### config.mk
export PLATFORM = sky130hd
export DESIGN_NAME = dds_phase_accumulator
export DESIGN_NICKNAME = d
export VERILOG_FILES = /design/src/rtl/dds_phase_accumulator.sv
export SDC_FILE = /design/constraint.sdc
export NUM_CORES = 1
export LEC_CHECK = 0
export CAP_MARGIN = 25
export CORE_MARGIN = 2
export CORE_UTILIZATION = 40
export CTS_CLUSTER_SIZE = 20
export DETAILED_ROUTE_END_ITERATION = 10
export SYNTH_ARGS = -nofsm -noshare
export SYNTH_HDL_FRONTEND = slang
export SYNTH_SLANG_ARGS = --single-unit
export TNS_END_PERCENT = 10
### constraint.sdc
create_clock -name CLK -period 6.8 [get_ports CLK]
set_input_delay 1.02 -clock CLK [delete_from_list [all_inputs] [get_ports CLK]]
set_output_delay 1.02 -clock CLK [all_outputs]
set_load 0.02 [all_outputs]
### src/rtl/dds_phase_accumulator.sv
// Phase accumulator (NCO) feeding the sine-table DDS stage, with FTW handshake and linear glide.
// Optional output dither on the phase word is compiled in with `define DDS_DITHER_EN.
module dds_phase_accumulator #(
  parameter int unsigned      ACC_W       = 32,
  parameter int unsigned      GLIDE_W     = 16,
  parameter logic [ACC_W-1:0] FTW_RESET   = '0,
  parameter logic [ACC_W-1:0] PHASE_RESET = '0,
  parameter int unsigned      DITHER_BITS = 8
) (
  input  logic               CLK,
  input  logic               RESET,
  input  logic               SAMPLE_EN,
  input  logic [ACC_W-1:0]   FTW_IN,
  input  logic               FTW_VALID,
  output logic               FTW_READY,
  input  logic [GLIDE_W-1:0] GLIDE_RATE,
  input  logic               PHASE_SYNC,
  output logic [ACC_W-1:0]   DDS_OUT,
  output logic               WRAP,
  output logic               GLIDING
);

  typedef enum logic {ST_STEADY, ST_GLIDE} state_t;

  state_t           r_state;
  logic [ACC_W-1:0] r_phase;
  logic [ACC_W-1:0] r_cur_ftw;
  logic [ACC_W-1:0] r_target;
  logic [ACC_W-1:0] r_rate_q;
  logic             r_wrap;

  logic             w_hs;
  logic [ACC_W:0]   w_sum;
  logic [ACC_W-1:0] w_phase_nxt;
  logic [ACC_W-1:0] w_glide_nxt;

  if (DITHER_BITS < 1 || DITHER_BITS > 16) begin : g_bad_dither
    $error("DITHER_BITS must be in 1..16");
  end

  assign w_hs  = FTW_VALID && (r_state == ST_STEADY);
  assign w_sum = {1'b0, r_phase} + {1'b0, r_cur_ftw};

  always_comb begin
    w_phase_nxt = r_phase;
    if (PHASE_SYNC)
      w_phase_nxt = PHASE_RESET;
    else if (SAMPLE_EN)
      w_phase_nxt = w_sum[ACC_W-1:0];
  end

  // Distance is compared before stepping so the glide lands exactly on target without wrapping.
  always_comb begin
    w_glide_nxt = r_target;
    if (r_target > r_cur_ftw) begin
      if (r_target - r_cur_ftw > r_rate_q)
        w_glide_nxt = r_cur_ftw + r_rate_q;
    end else begin
      if (r_cur_ftw - r_target > r_rate_q)
        w_glide_nxt = r_cur_ftw - r_rate_q;
    end
  end

  always_ff @(posedge CLK or negedge RESET) begin
    if (!RESET) begin
      r_state   <= ST_STEADY;
      r_phase   <= PHASE_RESET;
      r_cur_ftw <= FTW_RESET;
      r_target  <= FTW_RESET;
      r_rate_q  <= '0;
      r_wrap    <= 1'b0;
    end else begin
      r_phase <= w_phase_nxt;
      r_wrap  <= !PHASE_SYNC && SAMPLE_EN && w_sum[ACC_W];
      case (r_state)
        ST_STEADY: begin
          if (w_hs) begin
            r_target <= FTW_IN;
            r_rate_q <= ACC_W'(GLIDE_RATE);
            if (GLIDE_RATE == '0)
              r_cur_ftw <= FTW_IN;
            else if (FTW_IN != r_cur_ftw)
              r_state <= ST_GLIDE;
          end
        end
        ST_GLIDE: begin
          if (SAMPLE_EN) begin
            r_cur_ftw <= w_glide_nxt;
            if (w_glide_nxt == r_target)
              r_state <= ST_STEADY;
          end
        end
        default: r_state <= ST_STEADY;
      endcase
    end
  end

  assign FTW_READY = (r_state == ST_STEADY);
  assign GLIDING   = (r_state == ST_GLIDE);
  assign WRAP      = r_wrap;

`ifdef DDS_DITHER_EN
  logic [15:0]      r_lfsr;
  logic [15:0]      w_lfsr_nxt;
  logic [ACC_W-1:0] r_dds;

  assign w_lfsr_nxt = SAMPLE_EN ? {r_lfsr[0] ^ r_lfsr[2] ^ r_lfsr[3] ^ r_lfsr[5], r_lfsr[15:1]}
                                : r_lfsr;

  // Dither is added on the output path only; the accumulator and WRAP stay undithered.
  always_ff @(posedge CLK or negedge RESET) begin
    if (!RESET) begin
      r_lfsr <= 16'hACE1;
      r_dds  <= PHASE_RESET;
    end else begin
      r_lfsr <= w_lfsr_nxt;
      r_dds  <= w_phase_nxt + ACC_W'(w_lfsr_nxt[DITHER_BITS-1:0]);
    end
  end

  assign DDS_OUT = r_dds;
`else
  assign DDS_OUT = r_phase;
`endif

endmodule

==> Yosys cells after proc, flatten, opt, wreduce, memory -nomap -nowiden <==
Index checks and enable logic that the tools add are counted.
{ "word_totals": {"reg_bits": 114, "output_inout_bits": 35} }
{ "classes": {"addsub": 5, "order_cmp": 3, "n_eq_ne": 5, "muxes": 15, "bitwise_logic": 1, "n_reduce_logical": 8} }
{ "op_table": {"columns": ["op", "count"], "rows": [
  ["32-bit two-way mux", 8],
  ["32-bit by 16-bit > comparator with 1-bit output", 2],
  ["32-bit case mux with 2 select lines", 1],
  ["32-bit subtractor", 2],
  ["32-bit by 32-bit adder with 33-bit output", 1],
  ["32-bit by 16-bit adder with 32-bit output", 1],
  ["32-bit == test", 1],
  ["32-bit > comparator", 1],
  ["32-bit != test", 1],
  ["32-bit by 16-bit subtractor with 32-bit output", 1],
  ["16-bit logical NOT", 1],
  ["1-bit two-way mux", 5],
  ["2-bit by 1-bit != test with 1-bit output, second input constant", 2],
  ["1-bit logical AND", 3],
  ["3-bit AND reduction", 1],
  ["2-bit != test, second input constant", 1],
  ["1-bit case mux with 2 select lines", 1],
  ["2-bit AND reduction", 1],
  ["2-bit nonzero test", 1],
  ["1-bit logical NOT", 1],
  ["1-bit NOT", 1]
]} }

==> Logic depth before layout (Yosys ltp) <==
Gate-level depths: netlist of run 1.
{ "logic_depth": {"ltp_word": 8, "mapped_depth": 27, "depth_no_buf": 24} }

==> Worst setup path after synthesis of run 1 <==
Ideal clock, no wire load.
{ "synth_timing": {"kind": "reg2reg", "startpoint": "reg r_cur_ftw[1]", "endpoint": "reg r_state, in the netlist GLIDING", "setup_ns": 0.147, "t_arrival_ns": 4.816, "required_time_ns": 6.653, "path_slack_ns": 1.837, "path_stages_with_launch": 25, "path_buffers": 2, "period_less_slack_ns": 4.963, "cell_sequence": "dfrtp_1 inv_1 ha_1 nand3b_1 a21boi_1 nor2_1 o21ai_0 a21boi_0 xnor2_1 ha_1 a211oi_1 o21ai_0 a221o_1 o21ai_0 o2111ai_1 a2111o_1 nor2_1 and4_1 buf_2 buf_2 o211ai_1 a211oi_1 o2111ai_1 a2111oi_2 a41oi_1"} }
{ "synth_via": {"elab_chain_len": 8} }
{ "synth_lines": {"columns": ["item", "line_no", "source"], "rows": [
  ["from (decl)", "27", "logic [ACC_W-1:0] r_cur_ftw;"],
  ["from (signal assigned)", "88", "r_cur_ftw <= w_glide_nxt;"],
  ["32-bit subtractor (on tied branches)", "59, 56", null],
  ["32-bit by 16-bit > comparator with 1-bit output (on tied branches)", "59, 56", null],
  ["32-bit two-way mux (on tied branches)", "59, 56", null],
  ["32-bit two-way mux", "55", "if (r_target > r_cur_ftw) begin"],
  ["32-bit == test", "89", "if (w_glide_nxt == r_target)"],
  ["1-bit two-way mux", "89", null],
  ["1-bit two-way mux", "87", "if (SAMPLE_EN) begin"],
  ["1-bit case mux with 2 select lines *", "75", "case (r_state)"],
  ["to (signal assigned)", "83", "r_state <= ST_GLIDE;"],
  ["to (signal assigned)", "90", "r_state <= ST_STEADY;"],
  ["to (signal assigned)", "93", "default: r_state <= ST_STEADY;"],
  ["to (decl)", "25", "state_t r_state;"]
]} }
Mark *: on every way between the ends. The rest lies on a longest branch, timed or not.
A chain may end at the register's enable or synchronous reset.

==> Final worst setup path of run 1 <==
{ "layout_timing": {"startpoint": "reg r_cur_ftw[5]", "endpoint": "reg r_state, in the netlist GLIDING"} }
Same word-level chain as after synthesis.

==> results of run 1 <==
==> logic make-up (layout without fill, tap and decap cells) <==
| family | Yosys count | count (layout) | share of synthesized area |
|---|---|---|---|
| and+or+nand+nor | 614 | 614 | 0.201 |
| AOI/OAI and AO/OA | 607 | 607 | 0.280 |
| buffers and inverters | 217 | 263 | 0.0593 |
| adders and majority gates | 163 | 163 | 0.140 |
| xor gates and xnor gates | 160 | 160 | 0.0966 |
| DFF | 114 | 114 | 0.193 |
| muxes | 44 | 44 | 0.0301 |
==> power breakdown <==
part,internal [mW],switching [mW],total [mW]
registers,0.877,0.387,1.26
clock network,0.619,0.367,0.987
logic,2.79,4.41,7.20
==> Yosys cell counts (all sizes together) (12+ instances only) <==
| cell | n |
|---|---|
| a211oi | 31 |
| or3 | 21 |
| a211o | 12 |
| ha | 158 |
| clkbuf | 63 |
| o21a | 22 |
| and2 | 13 |
| xnor2 | 115 |
| a22oi | 19 |
| nand2 | 169 |
| dfrtp | 114 |
| nand4 | 39 |
| buf | 40 |
| a31oi | 27 |
| nor4 | 17 |
| nand3 | 52 |
| nor3 | 44 |
| nor2 | 163 |
| mux2i | 40 |
| a21oi | 142 |
| nand2b | 20 |
| a221o | 13 |
| nor2b | 22 |
| o221ai | 24 |
| xor2 | 43 |
| o21ai | 132 |
| a21o | 40 |
| o22ai | 15 |
| o211ai | 30 |
| inv | 114 |
==> final cells by class <==
type	instances	area, um^2
clock buffer	21	450
clock inverter	11	160
fill	3723	19900
inverter	114	428
multi-input combinational	1588	11100
sequential	114	2850
tap	468	586
timing repair buffer	117	1090
==> critical path, stage by stage (launching register included) <==
cell	delay, ns
dfrtp_1	0.50
inv_1	0.08
ha_1	0.51
a21oi_1	0.29
o21ai_1	0.14
o21ai_1	0.45
nand2_1	0.18
a21oi_1	0.21
xnor2_1	0.09
ha_1	0.33
and4_1	0.24
nand3_1	0.12
nor3_1	0.49
o221ai_1	0.18
nor4_1	0.36
nand4_1	0.41
o21ai_4	0.69
a2bb2oi_1	0.37
o221ai_1	0.17
a2111oi_2	0.23
a41oi_1	0.16
==> per-layer routing <==
layer,vias to the layer above,wire (um),track usage
met1,7551,26900,0.424
met5,-,11,0
met2,717,28400,0.523
li1,7109,-,-
met3,156,4320,0.0557
met4,2,3410,0.160
==> registers in the layout (all words and copies together), names as in the netlist <==
name,cells
r_target,32
r_cur_ftw,32
r_rate_q,16
WRAP,1
GLIDING,1
DDS_OUT,32
==> stage by stage <==
step	power, mW	instances	worst slack (ns)
2_1_floorplan	6.17	1919	1.84
4_1_cts	9.28	2433	0.618
3_3_place_gp	8.25	2401	0.774
6_report	9.45	2433	0.446
5_1_grt	10.1	2433	0.0610
3_5_place_dp	8.24	2401	0.650
==> worst max-delay path by stage <==
stage / end / startpoint
after floorplan: GLIDING$_DFF_PN0_ / r_cur_ftw[1]$_DFFE_PN0P_
after global placement: GLIDING$_DFF_PN0_ / r_cur_ftw[12]$_DFFE_PN0P_
after detailed placement: GLIDING$_DFF_PN0_ / r_cur_ftw[5]$_DFFE_PN0P_
after CTS: GLIDING$_DFF_PN0_ / r_cur_ftw[5]$_DFFE_PN0P_
after global routing: GLIDING$_DFF_PN0_ / r_cur_ftw[6]$_DFFE_PN0P_
final: GLIDING$_DFF_PN0_ / r_cur_ftw[5]$_DFFE_PN0P_
==> impl_metrics.tcl, run 1 <==
set metrics [dict create \
    slew-limit-headroom 0.325 \
    gp_congestion 1.03 \
    postSynthAreaPerCell_um2 7.71 \
    netlist_area_mm2 0.0148 \
    routed_wl_um 63000 \
    grt_first_pass_wirelength_um 94800 \
    hold_start "DDS_OUT[3]$_DFFE_PN0P_" \
    start_kind "register" \
    power_density_mw_per_mm2 568 \
    ctsResizeCount 0 \
    clock_latency_ns 0.44 \
    cts_buffers 17 \
    die_h_um 196 \
    yosysWarnings 0 \
    hold_buffers 0 \
    ff2ff_path_depth 20 \
    core_mm2 0.0365 \
    max-cap-violations 0 \
    die_area_mm2 0.0385 \
    seq_area_frac_synth 0.193 \
    drive_gt1_frac 0.0555 \
    cp.required_ns 7.08 \
    r2r_end "GLIDING$_DFF_PN0_" \
    fin_crit_ns 6.35 \
    synthFlopType "dfrtp_1" \
    drt-pass1-iter-count 5 \
    placed_cell_area_mm2 0.0160 \
    grt_use_total 0.326 \
    grt_pass1_vias 14891 \
    area_growth_pct 12.5 \
    worstHoldPathCells 2 \
    tightest_slew_ns 1.01 \
    overflow 0 \
    num-nets-final 2168 \
    synthTopCellsByArea "dfrtp_1 (19%), ha_1 (13%), xnor2_1 (6.8%)" \
    post_drt_wl_per_cell_um 25.9 \
    min-delay-path-class "reg2reg" \
    h-tree-depth 4 \
    port_buffers 87 \
    r2r-start "r_cur_ftw[5]$_DFFE_PN0P_" \
    fin_skew_ns 0.00780 \
    ys_types 90 \
    postCtsSetupRepairBufs 0 \
    hpwl_um 49800 \
    hold-path-endpoint "DDS_OUT[3]$_DFFE_PN0P_" \
    grt_max_degree 95 \
    final_area_mm2 0.0166 \
    cp-end-kind "register" \
    final_cell_mix "nand2_1 (169), nor2_1 (161), ha_1 (158)" \
    start_util 0.405 \
    synth_top_cell_area_share 0.193 \
    synth_edf_count 0 \
    root_buffer "clkbuf_16" \
    rsz0062_at_grt "false" \
    postRouteAntennaNets 0 \
    synth_nets 2135 \
    clkSinkCount 114 \
    reg2reg_slack_ns 0.45 \
    cts_buffer_depth 2 \
    drt_iter0_markers 1475 \
    ys_ff_latch 114 \
    slew_viol_final 0 \
    outcome "finished clean" \
    criticalPathCategory "reg2reg" \
    diodes 0 \
    final_common_cell "nand2_1" \
    num_io_pins 88 \
    hold_viol_final 0 \
    vias 15535 \
    final.period_utilization 0.934 \
    fmax_mhz 157 \
    crit_arrival_ns 6.63 \
    holdWs_ns 0.562 \
    clkTransAtPathRegs_ns 0.06 \
    syn_inst 1919 \
    via_per_inst 6.39 \
    antenna_found_initial 2 \
    fin_util 0.456 \
    ir_worst_vdd_uv 216 \
    tns_ns 0 \
    total_leakage_power_nw 6.95 \
    drc 0 \
    finalSetupViolCount 0 \
    synth-async-reset-ratio 1.00 \
    cts_tree "yes" \
    std_cell_rows 70 \
    yosysTopAreaCell "dfrtp_1" \
    die_x_um 196 \
    path_max_fanout 19 \
]
No activity file was read; power rests on OpenSTA's default activity.
==> run 2: changes to the inputs <==
--- a/config.mk
+++ b/config.mk
@@ -10,6 +10,7 @@
 export CORE_UTILIZATION = 40
 export CTS_CLUSTER_SIZE = 20
 export DETAILED_ROUTE_END_ITERATION = 10
+export DONT_BUFFER_PORTS = 1
 export SYNTH_ARGS = -nofsm -noshare
 export SYNTH_HDL_FRONTEND = slang
 export SYNTH_SLANG_ARGS = --single-unit
==> impl_metrics.tcl, run 2 (synthesis gave the netlist of run 1 again) <==
set metrics [dict create \
    outcome "finished clean" \
    overflow 0 \
    grt_pass1_vias 14376 \
    final.period_utilization 0.956 \
    cp.required_ns 7.09 \
    crit_arrival_ns 6.79 \
    std_cell_rows 70 \
    ff2ff_path_depth 20 \
    slowest_delay_ns 0.70 \
    final_cell_mix "nand2_1 (169), nor2_1 (161), ha_1 (158)" \
    hold_buffers 0 \
    root_buffer "clkbuf_16" \
    area_growth_pct 6.55 \
    drt_iter0_markers 1371 \
    tightest_slew_ns 1.01 \
    postCtsSetupRepairBufs 0 \
    drt-pass1-iter-count 6 \
    start_kind "register" \
    hold_viol_final 0 \
    hpwl_um 48600 \
    fin_skew_ns 0.00674 \
    port_buffers 0 \
    slowest_stage "nor2_2" \
    total_leakage_power_nw 6.61 \
    post_drt_wl_per_cell_um 26.2 \
    grt_max_degree 115 \
    fin_cells 2346 \
    cts_buffer_depth 2 \
    grt_use_total 0.316 \
    postRouteAntennaNets 0 \
    num_io_pins 88 \
    fill_cells 3716 \
    min-delay-path-class "in2async" \
    criticalPathCategory "reg2reg" \
    slew_viol_final 0 \
    tns_ns 0 \
    die_x_um 196 \
    path_max_fanout 15 \
    via_per_inst 6.43 \
    antenna_found_initial 3 \
    clock_latency_ns 0.45 \
    gp_congestion 0.991 \
    core_mm2 0.0365 \
    start_util 0.405 \
    die_area_mm2 0.0385 \
    die_h_um 196 \
    final_common_cell "nand2_1" \
    ctsResizeCount 0 \
    fmax_mhz 154 \
    dp_cells 2311 \
    rsz0062_at_grt "false" \
    routed_wl_um 61400 \
    finalSetupViolCount 0 \
    grt_first_pass_wirelength_um 91600 \
    drc 0 \
    worstPathCellList "inv_1, ha_1, a21oi_1, o21ai_0, a31oi_1, o31a_1, xnor2_1, ha_1, and4_1, nand3_1, nor3_1, o221ai_1, nor4_1, and4_1, a21oi_2, buf_4, nor2_2, a211oi_1, a2111oi_0, a41oi_1" \
    num-nets-final 2079 \
    fin_crit_ns 6.50 \
    cts_tree "yes" \
    cts_buffers 17 \
    drive_gt1_frac 0.0565 \
    vias 15086 \
    clkTransAtPathRegs_ns 0.06 \
    max-cap-violations 0 \
    cp-end-kind "register" \
    ir_worst_vdd_uv 305 \
    clkSinkCount 114 \
    h-tree-depth 4 \
    power_density_mw_per_mm2 582 \
    slew-limit-headroom 0.325 \
]
## run 2: cell types whose count changed in the layout (fill, tap and decap cells not counted)
cell | before | now
diode_2 | 0 | 2
clkinv_2 | 5 | 3
bufinv_16 | 4 | 3
dfrtp_2 | 0 | 1
dfrtp_1 | 114 | 113
clkbuf_8 | 1 | 3
clkinv_4 | 0 | 1
buf_4 | 31 | 27
clkdlybuf4s50_1 | 85 | 0
## run 2: per-stage QoR
step	hold WS (ns)	setup slack [ns]	util	cell area [um^2]	power, mW
2_1_floorplan	0.500	1.84	-	14800	6.17
3_3_place_gp	0.598	0.421	0.415	15100	8.00
3_5_place_dp	0.594	0.469	0.415	15100	8.01
4_1_cts	0.256	0.412	0.431	15800	9.02
5_1_grt	0.247	0.00155	0.431	15800	9.83
6_report	0.267	0.301	0.432	15800	9.18
## run 2: report_power, final
part	internal [mW]	switching (mW)	total (mW)
Clock	0.603	0.359	0.962
Combinational	2.64	4.23	6.87
Sequential	0.876	0.469	1.35
## run 2: critical path, delay by kind of cell (launching register included)
| kind | cells | cell delay [ns] |
|---|---|---|
| xor gates and xnor gates | 1 | 0.12 |
| buffers and inverters | 2 | 0.42 |
| and+or+nand+nor | 6 | 2.26 |
| adders and majority gates | 2 | 0.79 |
| DFF | 1 | 0.53 |
| AOI/OAI and AO/OA | 9 | 2.19 |
## run 2: worst paths after layout
path                                      startpoint                      end  slack [ns]
max                        r_cur_ftw[12]$_DFFE_PN0P_        GLIDING$_DFF_PN0_        0.30
max in group asynchronous                      RESET        GLIDING$_DFF_PN0_        6.34
min                                            RESET  r_rate_q[3]$_DFFE_PN0P_        0.27
min reg2reg                  r_rate_q[0]$_DFFE_PN0P_  r_rate_q[0]$_DFFE_PN0P_        0.62
min in group CLK             r_rate_q[0]$_DFFE_PN0P_  r_rate_q[0]$_DFFE_PN0P_        0.62
max reg2reg                r_cur_ftw[12]$_DFFE_PN0P_        GLIDING$_DFF_PN0_        0.30
## run 2: metal layers
| metal | GRT usage | up-vias | share of wire |
|---|---|---|---|
| met5 | 0 | - | 0.00013 |
| met4 | 0.130 | 2 | 0.047 |
| met3 | 0.0633 | 152 | 0.076 |
| met2 | 0.509 | 729 | 0.45 |
| met1 | 0.413 | 7287 | 0.43 |
| li1 | - | 6916 | - |
## run 2: cell type report
cell class              count  area, um^2  area share
diodes                      2        5.00    0.000317
clock buffers              23         478      0.0303
clock inverters             9         129     0.00818
inverters                 114         428      0.0271
multi-input cells        1588       11100       0.703
flip-flops and latches    114        2850       0.181
well taps                 468         586      0.0371
repair buffers             28         208      0.0132
==> run 3: changes to the inputs <==
--- a/config.mk
+++ b/config.mk
@@ -6,11 +6,11 @@
 export NUM_CORES = 1
 export LEC_CHECK = 0
 export CAP_MARGIN = 25
-export CORE_MARGIN = 2
 export CORE_UTILIZATION = 40
 export CTS_CLUSTER_SIZE = 20
 export DETAILED_ROUTE_END_ITERATION = 10
 export DONT_BUFFER_PORTS = 1
+export SETUP_SLACK_MARGIN = 0.05
 export SYNTH_ARGS = -nofsm -noshare
 export SYNTH_HDL_FRONTEND = slang
 export SYNTH_SLANG_ARGS = --single-unit
==> impl_metrics.tcl, run 3 (synthesis gave the netlist of run 1 again) <==
set metrics [dict create \
    total_leakage_power_nw 6.61 \
    fin_crit_ns 6.24 \
    start_kind "register" \
    final.period_utilization 0.918 \
    vias 15061 \
    clock_latency_ns 0.46 \
    outcome "finished clean" \
    hold_viol_final 0 \
    finalSetupViolCount 0 \
    max-cap-violations 0 \
    criticalPathCategory "reg2reg" \
    start_util 0.405 \
    holdWs_ns 0.259 \
    grt_use_total 0.324 \
    crit_arrival_ns 6.54 \
    cp.required_ns 7.10 \
    antenna_found_initial 1 \
    die_h_um 194 \
    slew-limit-headroom 0.305 \
    die_x_um 194 \
    fmax_mhz 160 \
    routed_wl_um 61700 \
    fin_util 0.432 \
    std_cell_rows 70 \
    h-tree-depth 4 \
    grt_max_degree 115 \
    postCtsSetupRepairBufs 0 \
    ctsResizeCount 0 \
    dp_cells 2310 \
    path_max_fanout 12 \
    overflow 0 \
    tns_ns 0 \
    drc 0 \
    fin_cells 2341 \
    final_common_cell "nand2_1" \
    placed_cell_area_mm2 0.0151 \
    post_drt_wl_per_cell_um 26.4 \
    area_growth_pct 6.55 \
    cts_buffer_depth 2 \
    core_mm2 0.0365 \
    hold_buffers 0 \
    fill_cells 3781 \
    min-delay-path-class "in2async" \
    clkTransAtPathRegs_ns 0.06 \
    via_per_inst 6.43 \
    drive_gt1_frac 0.0555 \
    grt_first_pass_wirelength_um 92100 \
    cts_tree "yes" \
    fin_skew_ns 0.0132 \
    clkSinkCount 114 \
    drt_iter0_markers 1738 \
    num-nets-final 2077 \
    ir_worst_vdd_uv 298 \
    postRouteAntennaNets 0 \
    grt_pass1_vias 14293 \
    final_cell_mix "nand2_1 (169), nor2_1 (161), ha_1 (158)" \
    final_area_mm2 0.0158 \
    multi_input_area_mm2 0.0111 \
    hpwl_um 48800 \
    diodes 0 \
    num_io_pins 88 \
    die_area_mm2 0.0378 \
    gp_congestion 1.03 \
    power_density_mw_per_mm2 586 \
    rsz0062_at_grt "false" \
    seq_area_mm2 0.00285 \
    cts_buffers 17 \
    port_buffers 0 \
    tightest_slew_ns 1.03 \
    slew_viol_final 0 \
    cp-end-kind "register" \
    root_buffer "clkbuf_16" \
    drt-pass1-iter-count 6 \
]
## run 3: final timing paths
| check | startpoint | end | slack, ns | depth (start not counted) |
|---|---|---|---|---|
| max | r_cur_ftw[4]$_DFFE_PN0P_ | GLIDING$_DFF_PN0_ | 0.56 | 22 |
| min | RESET | r_rate_q[0]$_DFFE_PN0P_ | 0.26 | 0 |
| max reg2reg | r_cur_ftw[4]$_DFFE_PN0P_ | GLIDING$_DFF_PN0_ | 0.56 | 22 |
| min reg2reg | r_rate_q[0]$_DFFE_PN0P_ | r_rate_q[0]$_DFFE_PN0P_ | 0.64 | 2 |
| max in group asynchronous | RESET | GLIDING$_DFF_PN0_ | 6.27 | 0 |
| min in group CLK | PHASE_SYNC | DDS_OUT[19]$_DFFE_PN0P_ | 0.62 | 1 |
## run 3: layout make-up
cell class,count,area share
clock buffers,22,0.0301
clock inverters,9,0.00976
flip-flops and latches,114,0.181
well taps,468,0.0371
multi-input cells,1588,0.703
inverters,114,0.0271
repair buffers,26,0.0122
## run 3: per-layer routing
| layer | global-route usage | up-vias | part of all wire |
|---|---|---|---|
| li1 | - | 6922 | - |
| met1 | 0.432 | 7301 | 0.44 |
| met2 | 0.526 | 723 | 0.46 |
| met3 | 0.0514 | 115 | 0.069 |
| met4 | 0.120 | 0 | 0.038 |
| met5 | 0 | - | 0 |
## run 3: through the flow
stage	setup WS [ns]	power, mW
final	0.557	9.24
after global routing	0.292	9.86
after CTS	0.659	9.07
after detailed placement	0.677	8.03
after global placement	0.843	8.02
after floorplan	1.84	6.17
## run 3: power breakdown
| part | leakage, nW | switching [mW] | total [mW] | internal [mW] |
|---|---|---|---|---|
| Clock | 0.302 | 0.362 | 1.00 | 0.639 |
| Combinational | 4.94 | 4.23 | 6.86 | 2.63 |
| Sequential | 1.36 | 0.501 | 1.38 | 0.876 |
## run 3: critical path, cell delays in order, from the launching register on
cell,delay (ns)
dfrtp_1,0.52
inv_1,0.11
ha_1,0.55
and4_1,0.27
a21boi_1,0.32
nor2_1,0.13
o21ai_0,0.31
a21boi_0,0.20
xnor2_1,0.16
ha_1,0.33
a211oi_1,0.21
o21ai_0,0.14
a221o_1,0.30
o21ai_0,0.09
o2111ai_1,0.18
a2111o_1,0.38
nor2_1,0.09
and4_1,0.40
nor2_2,0.23
nor2_2,0.39
a211oi_1,0.12
a2111oi_0,0.48
a41oi_1,0.18
